`src/rtl/icache_pkg.sv`:
```
// Shared constants and state type for the instruction-cache refill path.
// A line is 16 bytes fetched as two 64-bit beats; the tag starts at bit 10.
package icache_pkg;

    localparam int LINE_OFF_BITS = 4;
    localparam int WORD_OFF_BITS = 3;
    localparam int IDX_HI        = 9;
    localparam int TAG_LO        = 10;

    localparam int LINE_BYTES = 1 << LINE_OFF_BITS;
    localparam int BEAT_BYTES = 1 << WORD_OFF_BITS;

    typedef enum logic [2:0] {
        S_IDLE,
        S_REQ,
        S_WAIT,
        S_WR0,
        S_WR1,
        S_DONE,
        S_ERR
    } refill_state_t;

endpackage

```
`src/rtl/icache_refill_ctl.sv`:
```
// I-cache miss handler: fetches a 16-byte line as two beats, buffers it, and
// writes the whole line into the cache only if both beats arrived without error.
module icache_refill_ctl
    import icache_pkg::*;
#(
    parameter int ADDR_W = 32,
    parameter int BEATS  = 2
) (
    input  logic              clk,
    input  logic              reset,
    input  logic              ic_miss_if,
    input  logic [ADDR_W-1:0] ic_addr_if,
    input  logic              kill,
    output logic              mem_req,
    output logic [ADDR_W-1:0] mem_addr,
    input  logic              mem_gnt,
    input  logic              mem_rvalid,
    input  logic [63:0]       mem_rdata,
    input  logic              mem_rerr,
    output logic              ic_write_ff,
    output logic [ADDR_W-1:0] ic_write_addr_ff,
    output logic [63:0]       ic_write_data_ff,
    output logic              refill_busy,
    output logic              refill_done,
    output logic              refill_err
);

    localparam int LINE_W = ADDR_W - LINE_OFF_BITS;
    localparam int BEAT_W = (BEATS > 1) ? $clog2(BEATS) : 1;
    localparam logic [BEAT_W-1:0] LAST_BEAT = BEAT_W'(BEATS - 1);

    refill_state_t     state_reg, state_next;
    logic [LINE_W-1:0] line_reg;
    logic [BEAT_W-1:0] cnt_reg;
    logic              err_reg;
    logic              kill_reg;
    logic [63:0]       beat_buf [BEATS];

    logic unused_ok;
    assign unused_ok = ^ic_addr_if[LINE_OFF_BITS-1:0];

    always_ff @(posedge clk) begin
        if (reset) begin
            state_reg <= S_IDLE;
            line_reg  <= '0;
            cnt_reg   <= '0;
            err_reg   <= 1'b0;
            kill_reg  <= 1'b0;
        end else begin
            state_reg <= state_next;
            case (state_reg)
                S_IDLE: begin
                    if (ic_miss_if) begin
                        line_reg <= ic_addr_if[ADDR_W-1:LINE_OFF_BITS];
                        cnt_reg  <= '0;
                        err_reg  <= 1'b0;
                        kill_reg <= 1'b0;
                    end
                end
                S_REQ: begin
                    // A beat may ride along with the grant; it is beat 0.
                    if (mem_gnt && mem_rvalid) begin
                        beat_buf[0] <= mem_rdata;
                        cnt_reg     <= BEAT_W'(1);
                        err_reg     <= err_reg | mem_rerr;
                    end
                end
                S_WAIT: begin
                    if (mem_rvalid) begin
                        beat_buf[cnt_reg] <= mem_rdata;
                        cnt_reg           <= cnt_reg + 1'b1;
                        err_reg           <= err_reg | mem_rerr;
                    end
                end
                default: ;
            endcase
            if (state_reg != S_IDLE && kill)
                kill_reg <= 1'b1;
        end
    end

    always_comb begin
        state_next       = state_reg;
        mem_req          = 1'b0;
        mem_addr         = '0;
        ic_write_ff      = 1'b0;
        ic_write_addr_ff = '0;
        ic_write_data_ff = '0;
        refill_busy      = (state_reg != S_IDLE);
        refill_done      = 1'b0;
        refill_err       = 1'b0;
        case (state_reg)
            S_IDLE: begin
                if (ic_miss_if)
                    state_next = S_REQ;
            end
            S_REQ: begin
                mem_req  = 1'b1;
                mem_addr = {line_reg, {LINE_OFF_BITS{1'b0}}};
                if (mem_gnt)
                    state_next = S_WAIT;
            end
            S_WAIT: begin
                if (mem_rvalid && cnt_reg == LAST_BEAT)
                    state_next = (err_reg || mem_rerr) ? S_ERR : S_WR0;
            end
            S_WR0: begin
                ic_write_ff      = 1'b1;
                ic_write_addr_ff = {line_reg, 1'b0, {WORD_OFF_BITS{1'b0}}};
                ic_write_data_ff = beat_buf[0];
                state_next       = S_WR1;
            end
            S_WR1: begin
                ic_write_ff      = 1'b1;
                ic_write_addr_ff = {line_reg, 1'b1, {WORD_OFF_BITS{1'b0}}};
                ic_write_data_ff = beat_buf[1];
                state_next       = S_DONE;
            end
            S_DONE: begin
                refill_done = !kill_reg;
                state_next  = S_IDLE;
            end
            S_ERR: begin
                refill_err = !kill_reg;
                state_next = S_IDLE;
            end
            default: state_next = S_IDLE;
        endcase
    end

    rvalid_protocol: assert property (@(posedge clk) disable iff (reset)
        mem_rvalid |-> (state_reg == S_WAIT || (state_reg == S_REQ && mem_gnt)));

endmodule

```
`config.mk`:
```
export PLATFORM = sky130hd
export DESIGN_NAME = icache_refill_ctl
export DESIGN_NICKNAME = d
export VERILOG_FILES = /design/src/rtl/icache_pkg.sv /design/src/rtl/icache_refill_ctl.sv
export SDC_FILE = /design/constraint.sdc
export NUM_CORES = 1
export LEC_CHECK = 0
export CAP_MARGIN = 30
export CORE_ASPECT_RATIO = 1.4
export CORE_UTILIZATION = 40
export DETAILED_ROUTE_END_ITERATION = 16
export GPL_TIMING_DRIVEN = 0
export HOLD_SLACK_MARGIN = 0.05
export PLACE_DENSITY = 0.87
export SYNTH_ARGS = -nofsm -noshare
export SYNTH_HDL_FRONTEND = slang
export SYNTH_SLANG_ARGS = --single-unit
```
`constraint.sdc`:
```
create_clock -name clk -period 2.8 [get_ports clk]
set_clock_uncertainty 0.15 [all_clocks]
set_input_delay 0.56 -clock clk [delete_from_list [all_inputs] [get_ports clk]]
set_output_delay 0.56 -clock clk [all_outputs]
set_load 0.01 [all_outputs]
```
==> results of run 1 <==
placed cells by master, fill, tap and decap left out, types with 2 or more instances in the layout:
cell             count
a21oi_1             29
a22o_1              65
a31oi_1              2
and2_1              56
buf_2                4
buf_4               20
buf_6               17
clkbuf_1             4
clkbuf_16           18
clkbuf_8             3
clkdlybuf4s50_1    116
clkinv_8             4
conb_1               7
dfxtp_1             31
dfxtp_4              2
dlygate4sd2_1       28
dlymetal6s2s_1      79
edfxtp_1           128
inv_1                3
inv_6                4
inv_8                6
nand2_1             57
nor2_1               3
nor3b_1              3
nor3b_4              2
nor4_1               2
or3_1                2
worst paths after layout:
| check | slack (ns) | start | endpoint | cells after the start |
|---|---|---|---|---|
| hold / removal | 0.31 | line_reg[20] | line_reg[20] | 2 |
| setup / recovery | 0.07 | state_reg[1] | ic_write_data_ff[11] | 5 |
| setup reg to reg | 0.55 | state_reg[1] | beat_buf[1][52] | 3 |
| hold reg to reg | 0.31 | line_reg[20] | line_reg[20] | 2 |
power by group:
part / internal, mW / total [mW] / switching (mW)
Clock: 1.21 / 2.29 / 1.08
Combinational: 0.292 / 0.510 / 0.219
Sequential: 2.65 / 2.69 / 0.0331
Total: 4.16 / 5.49 / 1.33
Yosys cell counts (2+ instances only):
cell	instances
a21oi_1	29
a22o_1	65
a31oi_1	2
and2_1	56
and3b_1	2
buf_2	18
buf_4	7
buf_6	3
clkbuf_1	12
dfxtp_1	34
edfxtp_1	128
inv_1	3
nand2_1	57
nor2_1	3
nor2b_1	2
nor3b_1	3
nor3b_2	2
nor4_1	2
or3_1	2
metal layers:
layer / share of wire [%] / wire length (um) / up-vias / GRT usage [%]
met5: 0 / 0 / - / 0
li1: - / - / 2174 / -
met2: 54 / 8502 / 198 / 35.13
met4: 1.9 / 295 / 0 / 6.986
met3: 8.0 / 1249 / 21 / 6.667
met1: 36 / 5556 / 2142 / 18.83
logic make-up after synthesis:
kind of cell / share of synthesized area [%]
other: 0.05942
AO/OA/AOI/OAI: 12.53
AND/OR/NAND/NOR: 12.03
flip-flops: 71.69
buffers and inverters: 3.687
timing repair:
item                                    in CTS  in global routing
pin swaps                                    1                  1
cloned                                       0                  1
endpoints found under the hold margin        0                  0
endpoints found under the setup margin     125                 90
gates resized for setup                     66                 99
buffers inserted                             2                 10
area by class of cell:
class                           instances  area (um^2)
Sequential cell                       162         4533
Clock inverter                         15        172.7
Tap cell                              196        245.2
Inverter                                3        11.26
Clock buffer                           17        425.4
Fill cell                            1148         5589
Multi-Input combinational cell        248         1603
Timing Repair Buffer                  237         2541
Buffer                                 39        351.6
worst reg2reg max path: stages, from the launching register on:
cell	delay, ns
dfxtp_4	0.41
clkbuf_4	0.21
nor2b_2	0.20
and4_4	0.82
==> out/results.ini, run 1 <==
[yosys]
synth_cells = 447
syn_avg_cell_area_um2 = 14.12
synth.yosys.seq_area_share_pct = 71.69
synth_top_cell_by_area = edfxtp_1
syn-cell-area_um2 = 6311
async_flop_share_pct = 0
ys_ff_latch = 162
synthTopCellsByArea = edfxtp_1 61%, dfxtp_1 11%, a22o_1 9.0%
synth-edff-count = 128
synth_cell_types = 36
ys_warn_count = 0
synth_top_area_share_pct = 60.90
synthFlopType = edfxtp_1

[place]
placedInstanceArea_um2 = 8848
dpl.hpwl_um = 10780
routabilityCongestion = 0.8428
port_buffers = 223
place_inst = 873
dp_slack_ns = -0.1556

[cts]
numCtsBuffers = 17
ctsLongestPathBuffers = 2
cts.reportedPaths.clkPinSlew_ns = 0.07
clockRootBuffer = clkbuf_16
clk_latency_ns = 0.41
cts_sinks = 162
htree_levels = 4
cts_tree = yes
postCtsHoldBufs = 0

[global_route]
grt.overflow.total = 0
antenna_found_initial = 0
grt_pass1_vias = 4507
grt_pass1_wl_um = 22830
grt_max_degree = 65
grtUsageTotal_pct = 18.83

[sta]
finalSetupViolations = 0
fin_ws_ns = 0.06787
post-route-period-util_pct = 97.58
slew_headroom_pct = 38.98
hold_ws_ns = 0.3101
rsz0062_at_grt = yes
hold_violations = 0
finalCriticalPeriod_ns = 2.732
fmaxAchievable_ghz = 0.3660
drv_slew = 0
setup_tns_ns = 0
tightest_slew_ns = 0.9154

[worst_setup_path]
slowest_stage = clkdlybuf4s50_1
end_kind = output pin
cp_cell_sequence = and3b_2 -> buf_6 -> buf_6 -> a22o_1 -> clkdlybuf4s50_1
critPathBufInv = 3
critPathMaxFanout = 10
required_ns = 2.09
crit_path_frequent_cell = buf_6
arrival_ns = 2.02
cp_top_family = buffers and inverters
start_kind = flip-flop
slowest_delay_ns = 0.54
critPathKind = reg -> out

[cells_and_area]
postLayoutCellArea_um2 = 9883
utilization_pct = 63.88
diodes = 0
stdcell_count = 917
synthToLayoutAreaGrowth_pct = 56.60
layout-drive-gt1-share_pct = 13.04
num-nets-final = 811
largest_register_ffs = 128

[pwr]
finalPower_mw = 5.487
powerDensity_nw_per_um2 = 555.2
ir_drop_mv = 0.4929
p_leak_nw = 5.049

[routing]
first_iter_violations = 199
via_per_inst = 4.945
dr.pass1.iters = 4
via_count = 4535
drcViolationCount = 0
routedWlPerCell_um = 17.02
antenna_left = 0
drt-total-wl_um = 15600

[floorplan]
io_pins = 236
die_h_um = 150.6
fp.dieArea_um2 = 16290
initial_core_util_pct = 40.79
num_rows = 54
dieWidth_um = 108.2
core_area_um2 = 15470

[min_path]
min_path_type = reg -> reg

[status]
outcome = finished clean

[flow_run]
drv_cap = 0

Note: power is estimated with default switching activity, not from simulation.
==> run 2, diff against run 1 <==
--- a/config.mk
+++ b/config.mk
@@ -7,11 +7,13 @@
 export LEC_CHECK = 0
 export CAP_MARGIN = 30
 export CORE_ASPECT_RATIO = 1.4
-export CORE_UTILIZATION = 40
+export CORE_MARGIN = 5
+export CORE_UTILIZATION = 41
+export CTS_BUF_LIST = sky130_fd_sc_hd__clkbuf_4 sky130_fd_sc_hd__clkbuf_8
 export DETAILED_ROUTE_END_ITERATION = 16
 export GPL_TIMING_DRIVEN = 0
 export HOLD_SLACK_MARGIN = 0.05
-export PLACE_DENSITY = 0.87
+export PLACE_DENSITY = 0.89
 export SYNTH_ARGS = -nofsm -noshare
 export SYNTH_HDL_FRONTEND = slang
 export SYNTH_SLANG_ARGS = --single-unit
==> out/results.ini, run 2 (synthesized netlist as in run 1, its figures left out) <==
[status]
outcome = finished clean

[worst_setup_path]
cp_cell_sequence = nor3b_4 -> buf_4 -> buf_6 -> a22o_1 -> clkdlybuf4s50_1
critPathMaxFanout = 6
start_kind = flip-flop
critPathKind = reg -> out
end_kind = output pin
slowest_delay_ns = 0.55
slowest_stage = clkdlybuf4s50_1
required_ns = 2.09
arrival_ns = 2.02

[routing]
dr.pass1.iters = 4
drt-total-wl_um = 16600
via_count = 4634
antenna_left = 0
routedWlPerCell_um = 18.17
via_per_inst = 5.070
first_iter_violations = 205
drcViolationCount = 0

[global_route]
grt.overflow.total = 0
grt_max_degree = 65
grt_most_used_layer = met2
grtUsageTotal_pct = 17.56
grt_pass1_vias = 4640
use_met2_pct = 33.47
use_met1_pct = 16.85
grt_use_met3_pct = 6.576
grt_pass1_wl_um = 24320
antenna_found_initial = 1

[floorplan]
dieWidth_um = 114.9
num_rows = 53
initial_core_util_pct = 41.93
die_h_um = 156.8
io_pins = 236
fp.dieArea_um2 = 18010
core_area_um2 = 15050

[sta]
tightest_slew_ns = 0.9043
hold_violations = 0
drv_slew = 0
fin_ws_ns = 0.06886
slew_headroom_pct = 39.71
finalCriticalPeriod_ns = 2.731
finalSetupViolations = 0
fmaxAchievable_ghz = 0.3661
post-route-period-util_pct = 97.54
setup_tns_ns = 0
rsz0062_at_grt = no

[cells_and_area]
largest_register_ffs = 128
final_common_cell = edfxtp_1
synthToLayoutAreaGrowth_pct = 48.63
layout_common_cells = 128 x edfxtp_1, 102 x clkdlybuf4s50_1, 71 x dlygate4sd2_1
diodes = 0
stdcell_count = 914
layout-drive-gt1-share_pct = 15.93
num-nets-final = 812

[cts]
htree_levels = 4
cts.reportedPaths.clkPinSlew_ns = 0.10
clockRootBuffer = clkbuf_8
cts_tree = yes
numCtsBuffers = 17
clk_latency_ns = 0.43
ctsLongestPathBuffers = 2
postCtsHoldBufs = 0
cts_sinks = 162

[pwr]
p_leak_nw = 4.242
ir_drop_mv = 0.5209
powerDensity_nw_per_um2 = 512.0
finalPower_mw = 4.803

[place]
port_buffers = 223
routabilityCongestion = 0.8624
place_inst = 869
dp_slack_ns = -0.04612
dpl.hpwl_um = 11820

[flow_run]
drv_cap = 0

[min_path]
min_path_type = reg -> reg

run 2: changes by cell type in the layout (fill, tap and decap cells not counted), sizes merged:
cell           before  now
clkinv              5    4
dlygate4sd2        28   71
clkdlybuf4s50     116  102
clkinvlp            0    3
clkbuf             27   49
dlymetal6s2s       79   29
inv                13   11
run 2: area by class of cell:
class / instances / area, um^2
tap: 192 / 240.2
clock buffer: 17 / 234.0
multi-input combinational: 248 / 1604
timing repair buffer: 237 / 2251
clock inverter: 15 / 145.1
buffer: 40 / 361.6
fill: 1159 / 5673
sequential: 162 / 4533
inverter: 3 / 11.26
run 2: metal layers:
layer  vias up  part of all wire [%]
li1       2178                     -
met1      2190                    33
met2       231                    54
met3        33                   9.7
met4         2                   2.5
met5         -                  0.12
run 2: final timing paths:
path,startpoint,to,slack [ns],cells past startpoint
worst max-delay path,state_reg[1],ic_write_data_ff[63],0.07,5
worst min-delay path,line_reg[10],line_reg[10],0.32,2
worst max register to register,state_reg[1],beat_buf[1][2],0.55,3
worst min register to register,line_reg[10],line_reg[10],0.32,2
run 2: power breakdown:
part / leakage, nW / switching (mW) / internal (mW)
clock network: 0.183 / 0.962 / 0.657
logic: 2.62 / 0.220 / 0.277
registers: 1.43 / 0.0347 / 2.65
total: 4.24 / 1.22 / 3.59
run 2: worst max-delay path, delay by kind of cell, from the launching register on:
| kind | cells | cell delay [ns] |
|---|---|---|
| buffers and inverters | 3 | 0.82 |
| DFF | 1 | 0.39 |
| AOI/OAI and AO/OA | 1 | 0.14 |
| and+or+nand+nor | 1 | 0.24 |
run 2: what timing repair did:
action | in CTS | in global routing
pin swaps | 1 | 2
setup endpoints to repair | 125 | 56
buffers inserted | 6 | 7
resized for setup | 151 | 66
run 2: metrics by stage:
| step | hold WS, ns | instance area, um^2 | utilization, % |
|---|---|---|---|
| after floorplan | 0.2901 | 6335 | - |
| after global placement | 0.2976 | 8807 | 58.51 |
| after detailed placement | 0.3028 | 8843 | 58.75 |
| after CTS | 0.3161 | 9325 | 61.95 |
| after global routing | 0.3432 | 9380 | 62.31 |
| final | 0.3167 | 9380 | 62.31 |
==> run 3, diff against run 2 <==
--- a/config.mk
+++ b/config.mk
@@ -8,12 +8,12 @@
 export CAP_MARGIN = 30
 export CORE_ASPECT_RATIO = 1.4
 export CORE_MARGIN = 5
-export CORE_UTILIZATION = 41
+export CORE_UTILIZATION = 46
 export CTS_BUF_LIST = sky130_fd_sc_hd__clkbuf_4 sky130_fd_sc_hd__clkbuf_8
 export DETAILED_ROUTE_END_ITERATION = 16
 export GPL_TIMING_DRIVEN = 0
 export HOLD_SLACK_MARGIN = 0.05
-export PLACE_DENSITY = 0.89
+export PLACE_DENSITY = 0.94
 export SYNTH_ARGS = -nofsm -noshare
 export SYNTH_HDL_FRONTEND = slang
 export SYNTH_SLANG_ARGS = --single-unit
==> constraint.sdc (replaced) <==
create_clock -name clk -period 2.65 [get_ports clk]
set_clock_uncertainty 0.15 [all_clocks]
set_input_delay 0.53 -clock clk [delete_from_list [all_inputs] [get_ports clk]]
set_output_delay 0.53 -clock clk [all_outputs]
set_load 0.01 [all_outputs]
==> out/results.ini, run 3 (synthesized netlist as in run 1, its figures left out) <==
[worst_setup_path]
r2r-start = state_reg[1]
critPathMaxFanout = 6
r2r-end = beat_buf[0][10]
required_ns = 1.97
crit_path_frequent_cell = buf_6
cp_cell_sequence = nor3b_4 -> buf_4 -> or2_4 -> buf_6 -> buf_6 -> and2_1 -> buf_2
start_kind = flip-flop
critPathKind = reg -> out
reg2reg_slack_ns = 0.26
end_kind = output pin
arrival_ns = 1.91
r2r_cells = 4
slowest_stage = dfxtp_2
slowest_delay_ns = 0.35

[place]
placedInstanceArea_um2 = 8803
dpl.hpwl_um = 12600
routabilityCongestion = 0.8483
port_buffers = 223

[global_route]
grt.overflow.total = 0
grt_max_degree = 66
grt_pass1_wl_um = 27890
grtUsageTotal_pct = 22.53
antenna_found_initial = 0
grt_pass1_vias = 5349

[cts]
clk_latency_ns = 0.45
postCtsHoldBufs = 0
cts_sinks = 162
htree_levels = 4
cts_tree = yes
cts.reportedPaths.clkPinSlew_ns = 0.10
clockRootBuffer = clkbuf_8
ctsLongestPathBuffers = 2
numCtsBuffers = 17

[cells_and_area]
postLayoutCellArea_um2 = 9480
diodes = 0
layout-drive-gt1-share_pct = 22.55
layout_common_cells = 128 x edfxtp_1, 98 x clkdlybuf4s50_1, 65 x a22o_1
synthToLayoutAreaGrowth_pct = 50.22
largest_register_ffs = 128
final_common_cell = edfxtp_1
num-nets-final = 826

[sta]
finalCriticalPeriod_ns = 2.590
hold_violations = 0
finalSetupViolations = 0
tightest_slew_ns = 0.9564
slew_headroom_pct = 36.24
post-route-period-util_pct = 97.74
hold_ws_ns = 0.2937
rsz0062_at_grt = yes
drv_slew = 0
fmaxAchievable_ghz = 0.3861

[min_path]
min_path_type = in -> reg
hp-start = reset
hold-path-endpoint = state_reg[2]
worstHoldPathCells = 2

[floorplan]
io_pins = 236
die_h_um = 148.6
fp.dieArea_um2 = 16200
core_area_um2 = 13450
initial_core_util_pct = 46.92
dieWidth_um = 109.0
num_rows = 50

[pwr]
ir_drop_mv = 0.2513
p_leak_nw = 4.071
powerDensity_nw_per_um2 = 547.3

[routing]
drcViolationCount = 0
drt-total-wl_um = 18370
routedWlPerCell_um = 20.01
dr.pass1.iters = 5
via_per_inst = 5.236
via_count = 4807
antenna_left = 0
first_iter_violations = 214

[flow_run]
drv_cap = 0

[status]
outcome = finished clean

==> run 3: cell types whose count changed in the layout (fill, tap and decap cells not counted), moves of 3 or more <==
cell	change
clkbuf_2	+16
clkdlybuf4s15_1	+39
buf_6	+17
and2_1	-7
dlymetal6s2s_1	-4
buf_2	+7
buf_4	+3
clkdlybuf4s50_1	-4
and2_4	+7
dlygate4sd2_1	-59
==> run 3: cell type report <==
type                            instances  area [um^2]
Buffer                                 39        350.3
Clock buffer                           18        241.5
Clock inverter                         14        146.4
Fill cell                             841         3970
Inverter                                3        11.26
Multi-Input combinational cell        248         1634
Sequential cell                       162         4533
Tap cell                              182        227.7
Timing Repair Buffer                  252         2336
==> run 3: how the worst max path moves through the flow <==
stage | endpoint | slack, ns | start | cells past startpoint
2_1_floorplan | beat_buf[0][0] | 0.27 | reset | 3
5_1_grt | mem_addr[16] | -0.01 | state_reg[2] | 7
3_3_place_gp | beat_buf[0][38] | -0.54 | mem_gnt | 3
4_1_cts | ic_write_data_ff[39] | -0.20 | state_reg[0] | 5
3_5_place_dp | ic_write_addr_ff[12] | -0.14 | state_reg[1] | 6
6_report | ic_write_addr_ff[24] | 0.06 | state_reg[2] | 7
==> run 3: report_power, final <==
part	leakage [nW]	internal (mW)	switching, mW
Clock	0.193	0.788	0.968
Sequential	1.43	2.80	0.0440
Combinational	2.44	0.326	0.261
==> run 3: through the flow <==
stage               total power, mW  cells  setup WS [ns]  setup TNS, ns  utilization (%)
floorplan                     3.097    453         0.2716              0                -
global placement              3.384    858        -0.5425         -57.45            65.39
detailed placement            3.409    858        -0.1386         -1.450            65.45
CTS                           5.190    910        -0.2016         -4.061            69.81
global route                  5.384    918       -0.01321       -0.07558            70.48
finish                        5.189    918        0.05980              0            70.48
==> run 3: worst max-delay path: cells and delay by family (launching register included) <==
family	cells	cell delay, ns
buffers and inverters	4	0.53
flip-flops	1	0.35
AND/OR/NAND/NOR	3	0.58
==> run 3: routing by layer <==
metal / track usage, % / part of all wire (%) / vias to the layer above
li1: - / - / 2200
met1: 24.66 / 35 / 2315
met2: 39.36 / 53 / 260
met3: 8.597 / 10 / 32
met4: 7.960 / 2.0 / 0
met5: 0 / 0 / -
==> run 3: repair_timing <==
action | in CTS | in global routing
endpoints found under the setup margin | 126 | 87
gates resized for setup | 211 | 152
buffers inserted | 17 | 10
pin swaps | 3 | 4
cloned | 3 | 0
